===== src/rtl/mu_conv.sv =====
// mu_conv: multiply-accumulate of one kernel_size x kernel_size window, plus bias, then round and saturate to WIDTH.
// Latency: the result is registered and appears, with a 1-cycle valid pulse, one cycle after the last pair is accepted.
// Backpressure: none, the block is always ready; a pair counts only when weight_valid && data_valid.
module mu_conv #(
  parameter int WIDTH        = 8,
  parameter int kernel_size  = 3,
  parameter int SIGN         = 1,
  parameter int FP_POSITIONS = 4
) (
  input  logic             clk,
  input  logic             rst,
  input  logic             weight_valid,
  input  logic             data_valid,
  input  logic [WIDTH-1:0] weight,
  input  logic [WIDTH-1:0] data,
  input  logic [WIDTH-1:0] bias,
  output logic [WIDTH-1:0] conv_result,
  output logic             conv_result_valid
);

  localparam int KK = kernel_size * kernel_size;
  localparam int CW = (KK > 1) ? $clog2(KK) : 1;
  // The accumulator has one spare bit above the worst-case window sum, so
  // neither the sum nor the bias add can wrap.
  localparam int AW = 2 * WIDTH + $clog2(KK) + 1;
  localparam logic SX = (SIGN != 0);

  // Clamp bounds on the rescaled sum, in accumulator width.
  localparam logic signed [AW-1:0] HI = SX ? AW'((1 << (WIDTH - 1)) - 1)
                                           : AW'((1 << WIDTH) - 1);
  localparam logic signed [AW-1:0] LO = SX ? AW'(-(1 << (WIDTH - 1)))
                                           : AW'(0);

  logic signed [AW-1:0] acc;
  logic        [CW-1:0] count;

  logic signed [AW-1:0] w_ext;
  logic signed [AW-1:0] d_ext;
  logic signed [AW-1:0] b_ext;
  logic signed [AW-1:0] prod;
  logic signed [AW-1:0] sum;
  logic signed [AW-1:0] shifted;
  logic    [WIDTH-1:0] sat;
  logic                accept;
  logic                last;

  assign accept = weight_valid && data_valid;
  assign last   = (count == CW'(KK - 1));

  // Extend the operands to accumulator width, sign- or zero-filled depending on
  // SIGN, and then use one signed multiply for both modes. The true product
  // always fits in AW bits.
  always_comb begin
    w_ext   = {{(AW - WIDTH){SX & weight[WIDTH-1]}}, weight};
    d_ext   = {{(AW - WIDTH){SX & data[WIDTH-1]}}, data};
    b_ext   = {{(AW - WIDTH){SX & bias[WIDTH-1]}}, bias};
    prod    = w_ext * d_ext;
    // The bias has FP fractional bits and the products have 2*FP, so the bias
    // is aligned before the add.
    sum     = acc + prod + (b_ext <<< FP_POSITIONS);
    // The arithmetic shift drops FP fractional bits and truncates toward -inf.
    shifted = sum >>> FP_POSITIONS;
    if (shifted > HI) begin
      sat = HI[WIDTH-1:0];
    end else if (shifted < LO) begin
      sat = LO[WIDTH-1:0];
    end else begin
      sat = shifted[WIDTH-1:0];
    end
  end

  // Accumulate accepted pairs and close the window on the last one. The valid
  // pulse lasts one cycle, and the result holds until the next window closes.
  always_ff @(posedge clk or posedge rst) begin
    if (rst) begin
      acc               <= '0;
      count             <= '0;
      conv_result       <= '0;
      conv_result_valid <= 1'b0;
    end else begin
      conv_result_valid <= 1'b0;
      if (accept) begin
        if (last) begin
          conv_result       <= sat;
          conv_result_valid <= 1'b1;
          acc               <= '0;
          count             <= '0;
        end else begin
          acc   <= acc + prod;
          count <= count + CW'(1);
        end
      end
    end
  end

endmodule


===== config.mk =====
export PLATFORM = sky130hd
export DESIGN_NAME = mu_conv
export DESIGN_NICKNAME = d
export VERILOG_FILES = /design/src/rtl/mu_conv.sv
export SDC_FILE = /design/constraint.sdc
export NUM_CORES = 1
export LEC_CHECK = 0
export CORE_ASPECT_RATIO = 1.1
export CORE_MARGIN = 2
export CORE_UTILIZATION = 45
export DETAILED_ROUTE_END_ITERATION = 8
export PLACE_DENSITY = 0.73
export SETUP_SLACK_MARGIN = 0.3
export SLEW_MARGIN = 40
export SYNTH_ARGS = -nofsm -noshare
export SYNTH_HDL_FRONTEND = slang
export SYNTH_SLANG_ARGS = --single-unit

===== constraint.sdc =====
create_clock -name clk -period 7.8 [get_ports clk]
set_input_delay 1.56 -clock clk [delete_from_list [all_inputs] [get_ports clk]]
set_output_delay 1.56 -clock clk [all_outputs]
set_load 0.1 [all_outputs]

# [Word-level counts from Yosys, hierarchy flattened]
# Cells that the tools add are included.
[totals] reg_bits=34 input_bits=28 output_inout_bits=9 elab_cells=19
[classes] add_sub_neg=3 mul=1 magnitude_cmp=2 eq_ne=1 n_mux=6 n_reduce_logical=2
[ops] cell="adder 21 x 12 -> 21 bit" n=1
[ops] cell="adder 21 x 16 -> 21 bit" n=1
[ops] cell="two-way mux 21 bit" n=1
[ops] cell="greater-than comparator 17 x 8 -> 1 bit (second input constant)" n=1
[ops] cell="< comparator 17 x 8 -> 1 bit (second input constant)" n=1
[ops] cell="multiplier 8 x 8 -> 16 bit" n=1
[ops] cell="two-way mux 8 bit" n=2
[ops] cell="adder 4 x 1 -> 4 bit (second input constant)" n=1
[ops] cell="equality test 4 bit (second input constant)" n=1
[ops] cell="two-way mux 4 bit" n=1
[ops] cell="two-way mux 1 bit" n=2
[ops] cell="AND reduction 2 bit" n=1
[ops] cell="logical AND 1 bit" n=1

# [Logic depth before layout (Yosys ltp)]
# Gate-level depths: netlist of run 1.
[logic_depth] depth_word=6 depth_mapped=29 depth_no_buf=28

# [Least setup slack after synthesis of run 1]
# OpenSTA, ideal clock, no wires.
[synth_path] path_kind="input-to-reg" from="input port data[0]" to="register conv_result[5]" setup_time_ns=0.127 t_arrival_ns=8.198 required_time_ns=7.673 setup_slack_ns=-0.525 stages=24 path_buffers=0 path_cell_list="and2_1 inv_1 fa_1 inv_1 fa_1 fa_1 fa_1 fa_1 ha_1 and3_1 a221o_1 o41ai_2 o221ai_1 o21ai_0 xnor2_1 ha_1 nand4_1 nor2_1 a31oi_1 o31ai_1 o31ai_1 nand4_1 a21oi_2 a21oi_1"
[synth_via] elab_chain_len=6 elab_cells_between_ends=7 cone_classes="add/sub (2); mul (1); order compare (2); mux (2)"
[synth_lines] element="start, declared" line_no="15" text="input logic [WIDTH-1:0] data,"
[synth_lines] element="multiplier 8 x 8 -> 16 bit *" line_no="57" text="prod = w_ext * d_ext;"
[synth_lines] element="adder 21 x 16 -> 21 bit *" line_no="60" text="sum = acc + prod + (b_ext <<< FP_POSITIONS);"
[synth_lines] element="adder 21 x 12 -> 21 bit *" line_no="60"
[synth_lines] element="< comparator 17 x 8 -> 1 bit" line_no="65" text="end else if (shifted < LO) begin"
[synth_lines] element="two-way mux 8 bit" line_no="65"
[synth_lines] element="two-way mux 8 bit *" line_no="63" text="if (shifted > HI) begin"
[synth_lines] element="end signal, assigned" line_no="84" text="conv_result <= sat;"
[synth_lines] element="end, declared" line_no="17" text="output logic [WIDTH-1:0] conv_result,"
# Mark *: on every way between the ends. The rest lies on a longest branch, timed or not.
# A chain may end at the register's enable or synchronous reset.

# [Worst setup path after layout of run 1]
[layout_path] from="input port data[0]" to="register conv_result[3]"
# The elaborated chain is that of the path after synthesis.

==> results.sh, run 1 <==
export IMPL_status="finished, violations left"
export IMPL_failed_checks="negative setup slack"
export IMPL_synthesis_area_mm2=0.00591
export IMPL_setup_slack_ps=-124
export IMPL_drtPass1Iterations=5
export IMPL_clk_pin_slew_ps=60
export IMPL_clk_latency_ps=280
export IMPL_synth_async_sr_flop_share_pct=100
export IMPL_critPathBufInv=4
export IMPL_worstHoldPathType="reg2reg"
export IMPL_grt_pass1_wl_um=25500
export IMPL_syn_inst=609
export IMPL_grt_max_degree=35
export IMPL_stdcell_count=927
export IMPL_grt_overflow=0
export IMPL_drtAntennaViolNets=0
export IMPL_path_delay_family="adder cells"
export IMPL_drc=0
export IMPL_period_needed_ps=7920
export IMPL_root_buffer="clkbuf_16"
export IMPL_slew_viol_final=0
export IMPL_avgViaCountPerCell=5.33
export IMPL_maxCapViolations=0
export IMPL_cts_sinks=34
export IMPL_area_delta_synth_final_pct=32.8
export IMPL_die_h_um=124
export IMPL_die_area_mm2=0.0141
export IMPL_worstRegToRegCells=25
export IMPL_finalHoldViolCount=0
export IMPL_ioPinCount=37
export IMPL_critPathLaunchType="input port"
export IMPL_worstHoldEndpoint="conv_result[7]$_DFFE_PP0P_"
export IMPL_seq_area_frac_synth_pct=14.4
export IMPL_hold_start="conv_result[7]$_DFFE_PP0P_"
export IMPL_initial_core_util_pct=46.6
export IMPL_postRouteWirelength_um=15400
export IMPL_critical_path_class="in2reg"
export IMPL_end_kind="register"
export IMPL_arrival_ps=8090
export IMPL_gp_congestion=0.863
export IMPL_setup_viol_count_final=7
export IMPL_grtUsageTotal_pct=22.0
export IMPL_regToRegSetupSlack_ps=980
export IMPL_vias=4944
export IMPL_timing_final_crit_share_pct=102
export IMPL_syn_nets=800
export IMPL_crit_top_cell="fa_1"
export IMPL_cts_tree="done"
export IMPL_tns_ps=-671
export IMPL_grt_antenna_before_repair=0
export IMPL_die_w_um=113
export IMPL_grt_pass1_vias=5466
export IMPL_first_iter_violations=285
export IMPL_clock_fmax_ghz=0.126
export IMPL_yosys_warnings=0
export IMPL_min_path_cells=2
export IMPL_worstMarginPinSlew_ps=843
export IMPL_synth_ff_type="dfrtp_1"
export IMPL_routedWlPerCell_um=16.6
export IMPL_worstPathMaxFanout=5
export IMPL_synth_seq_cells=34
export IMPL_diodes=0
export IMPL_rows=43
export IMPL_core_area_mm2=0.0127
export IMPL_synth_edf_count=0
export IMPL_h_tree_depth=2
export IMPL_hold_buffers=0
export IMPL_cts_made_buffers=5
export IMPL_ys_types=52
export IMPL_nets=960
export IMPL_rsz0062_at_grt="yes"
export IMPL_place_inst=905
export IMPL_ctsLongestPathBuffers=2
export IMPL_cp_slowest_stage_delay_ps=580
export IMPL_slew_headroom_pct=43.7
export IMPL_r2r_start="acc[6]$_DFFE_PP0P_"
export IMPL_clock_skew_ps=4.15
export IMPL_io_buffers=36
export IMPL_dp_hpwl_um=11900
export IMPL_avgSynthCellArea_um2=9.71
export IMPL_rr_endpoint="conv_result[3]$_DFFE_PP0P_"
export IMPL_crit_path_top_delay_cell="fa_1"
export IMPL_drive_gt1_share_pct=28.7
export IMPL_worstPathRequired_ps=7960
export IMPL_holdWs_ps=488
==> kinds of logic after synthesis <==
group           count (synthesis)  share of synthesized area, %
compound gates                118                          13.8
mux                             1                         0.169
flops                          34                          14.4
buf+inv                       104                          6.60
xor+xnor                       36                          5.90
simple gates                  153                          12.9
fa+ha+maj                     163                          46.3
==> worst max-delay path by stage <==
stage / cells after the start / start / endpoint
2_1_floorplan: 25 / weight[7] / conv_result[2]$_DFFE_PP0P_
3_3_place_gp: 24 / weight[0] / conv_result[6]$_DFFE_PP0P_
3_5_place_dp: 28 / data[1] / conv_result[5]$_DFFE_PP0P_
4_1_cts: 26 / data[0] / conv_result[6]$_DFFE_PP0P_
5_1_grt: 25 / data[0] / conv_result[6]$_DFFE_PP0P_
6_report: 25 / data[0] / conv_result[3]$_DFFE_PP0P_
==> registers in the layout, indices dropped and copies added (netlist names) <==
signal             cells
acc                   21
conv_result_valid      1
count                  4
conv_result            8
==> routing by layer <==
layer	wire (µm)	part of all wire, %	GRT usage, %	vias to the layer above
met5	0	0	0	-
met4	564	3.7	7.03	0
met3	366	2.4	1.66	43
met2	8030	52	39.2	103
met1	6430	42	28.4	2465
li1	-	-	-	2333
==> repair_timing <==
| action | CTS | global route |
|---|---|---|
| setup endpoints to repair | 8 | 8 |
| setup buffers | 5 | 9 |
| endpoints found under the hold margin | 0 | 0 |
| gates cloned | 0 | 0 |
| gates resized for setup | 85 | 39 |
| pin swaps | 43 | 29 |
==> through the flow <==
step | util [%] | setup slack [ps] | instance area, µm²
6_report | 61.9 | -124 | 7860
5_1_grt | 61.9 | -391 | 7860
4_1_cts | 60.0 | 8.68 | 7620
3_5_place_dp | 57.8 | -842 | 7340
3_3_place_gp | 58.2 | -628 | 7380
2_1_floorplan | - | 164 | 6030
==> worst reg2reg max path, delay by kind of cell (launching register included) <==
family                   cells  cell delay, ps
AO/OA/AOI/OAI                9            2370
XOR/XNOR                     1              90
adder cells (fa/ha/maj)      7            2980
buffers and inverters        5             440
flip-flops                   1             330
AND/OR/NAND/NOR              3             480
==> synthesized netlist by cell type, types with 4 or more instances <==
master / instances / area (µm²)
a21o_1: 8 / 60.1
a21oi_1: 30 / 150
a22o_1: 14 / 123
and2_1: 37 / 231
clkbuf_1: 6 / 22.5
dfrtp_1: 34 / 851
fa_1: 93 / 1860
ha_1: 70 / 876
inv_1: 97 / 364
nand2_1: 53 / 199
nand2b_1: 4 / 25.0
nand3_1: 9 / 45.0
nand4_1: 4 / 25.0
nor2_1: 27 / 101
nor2b_1: 4 / 25.0
nor3_1: 4 / 20.0
o21ai_0: 27 / 135
o31ai_1: 4 / 30.0
xnor2_1: 23 / 201
xor2_1: 11 / 96.3
==> cells in the final DEF, fill, tap and decap left out, types with 3 or more instances in the layout <==
| master | n |
|---|---|
| a21o_1 | 8 |
| a21oi_1 | 22 |
| a21oi_2 | 7 |
| a22o_1 | 14 |
| and2_1 | 34 |
| buf_2 | 17 |
| buf_4 | 119 |
| buf_6 | 6 |
| clkbuf_16 | 5 |
| clkbuf_4 | 3 |
| clkdlybuf4s50_1 | 11 |
| dfrtp_1 | 34 |
| fa_1 | 90 |
| fa_2 | 3 |
| ha_1 | 63 |
| ha_4 | 6 |
| inv_1 | 94 |
| inv_2 | 3 |
| nand2_1 | 48 |
| nand2_2 | 5 |
| nand2b_1 | 3 |
| nand3_1 | 9 |
| nand4_1 | 4 |
| nor2_1 | 24 |
| nor2_2 | 3 |
| nor2b_1 | 3 |
| nor3_1 | 3 |
| o211ai_1 | 3 |
| o21a_1 | 3 |
| o21ai_0 | 17 |
| o21ai_1 | 8 |
| o21ai_2 | 5 |
| o21bai_1 | 3 |
| xnor2_1 | 20 |
| xor2_1 | 10 |
==> layout make-up <==
class / instances / area (µm²)
fillers: 1011 / 4840
flip-flops and latches: 34 / 851
clock buffers: 6 / 139
inverters: 98 / 369
clock inverters: 2 / 60.1
well taps: 157 / 196
multi-input cells: 471 / 5030
repair buffers: 159 / 1210
Power of run 1 is not shown: default switching activity piles up to over one toggle a cycle in this logic, so the estimate is an artifact.
==> inputs of run 2 (changes only) <==
--- a/config.mk
+++ b/config.mk
@@ -8,6 +8,7 @@
 export CORE_ASPECT_RATIO = 1.1
 export CORE_MARGIN = 2
 export CORE_UTILIZATION = 45
+export CTS_CLUSTER_DIAMETER = 120
 export DETAILED_ROUTE_END_ITERATION = 8
 export PLACE_DENSITY = 0.73
 export SETUP_SLACK_MARGIN = 0.3
==> results of run 2 <==
Same layout as run 1: the final DEF is identical, and so are final timing and power.
Power of run 2 is left out for the same reason.
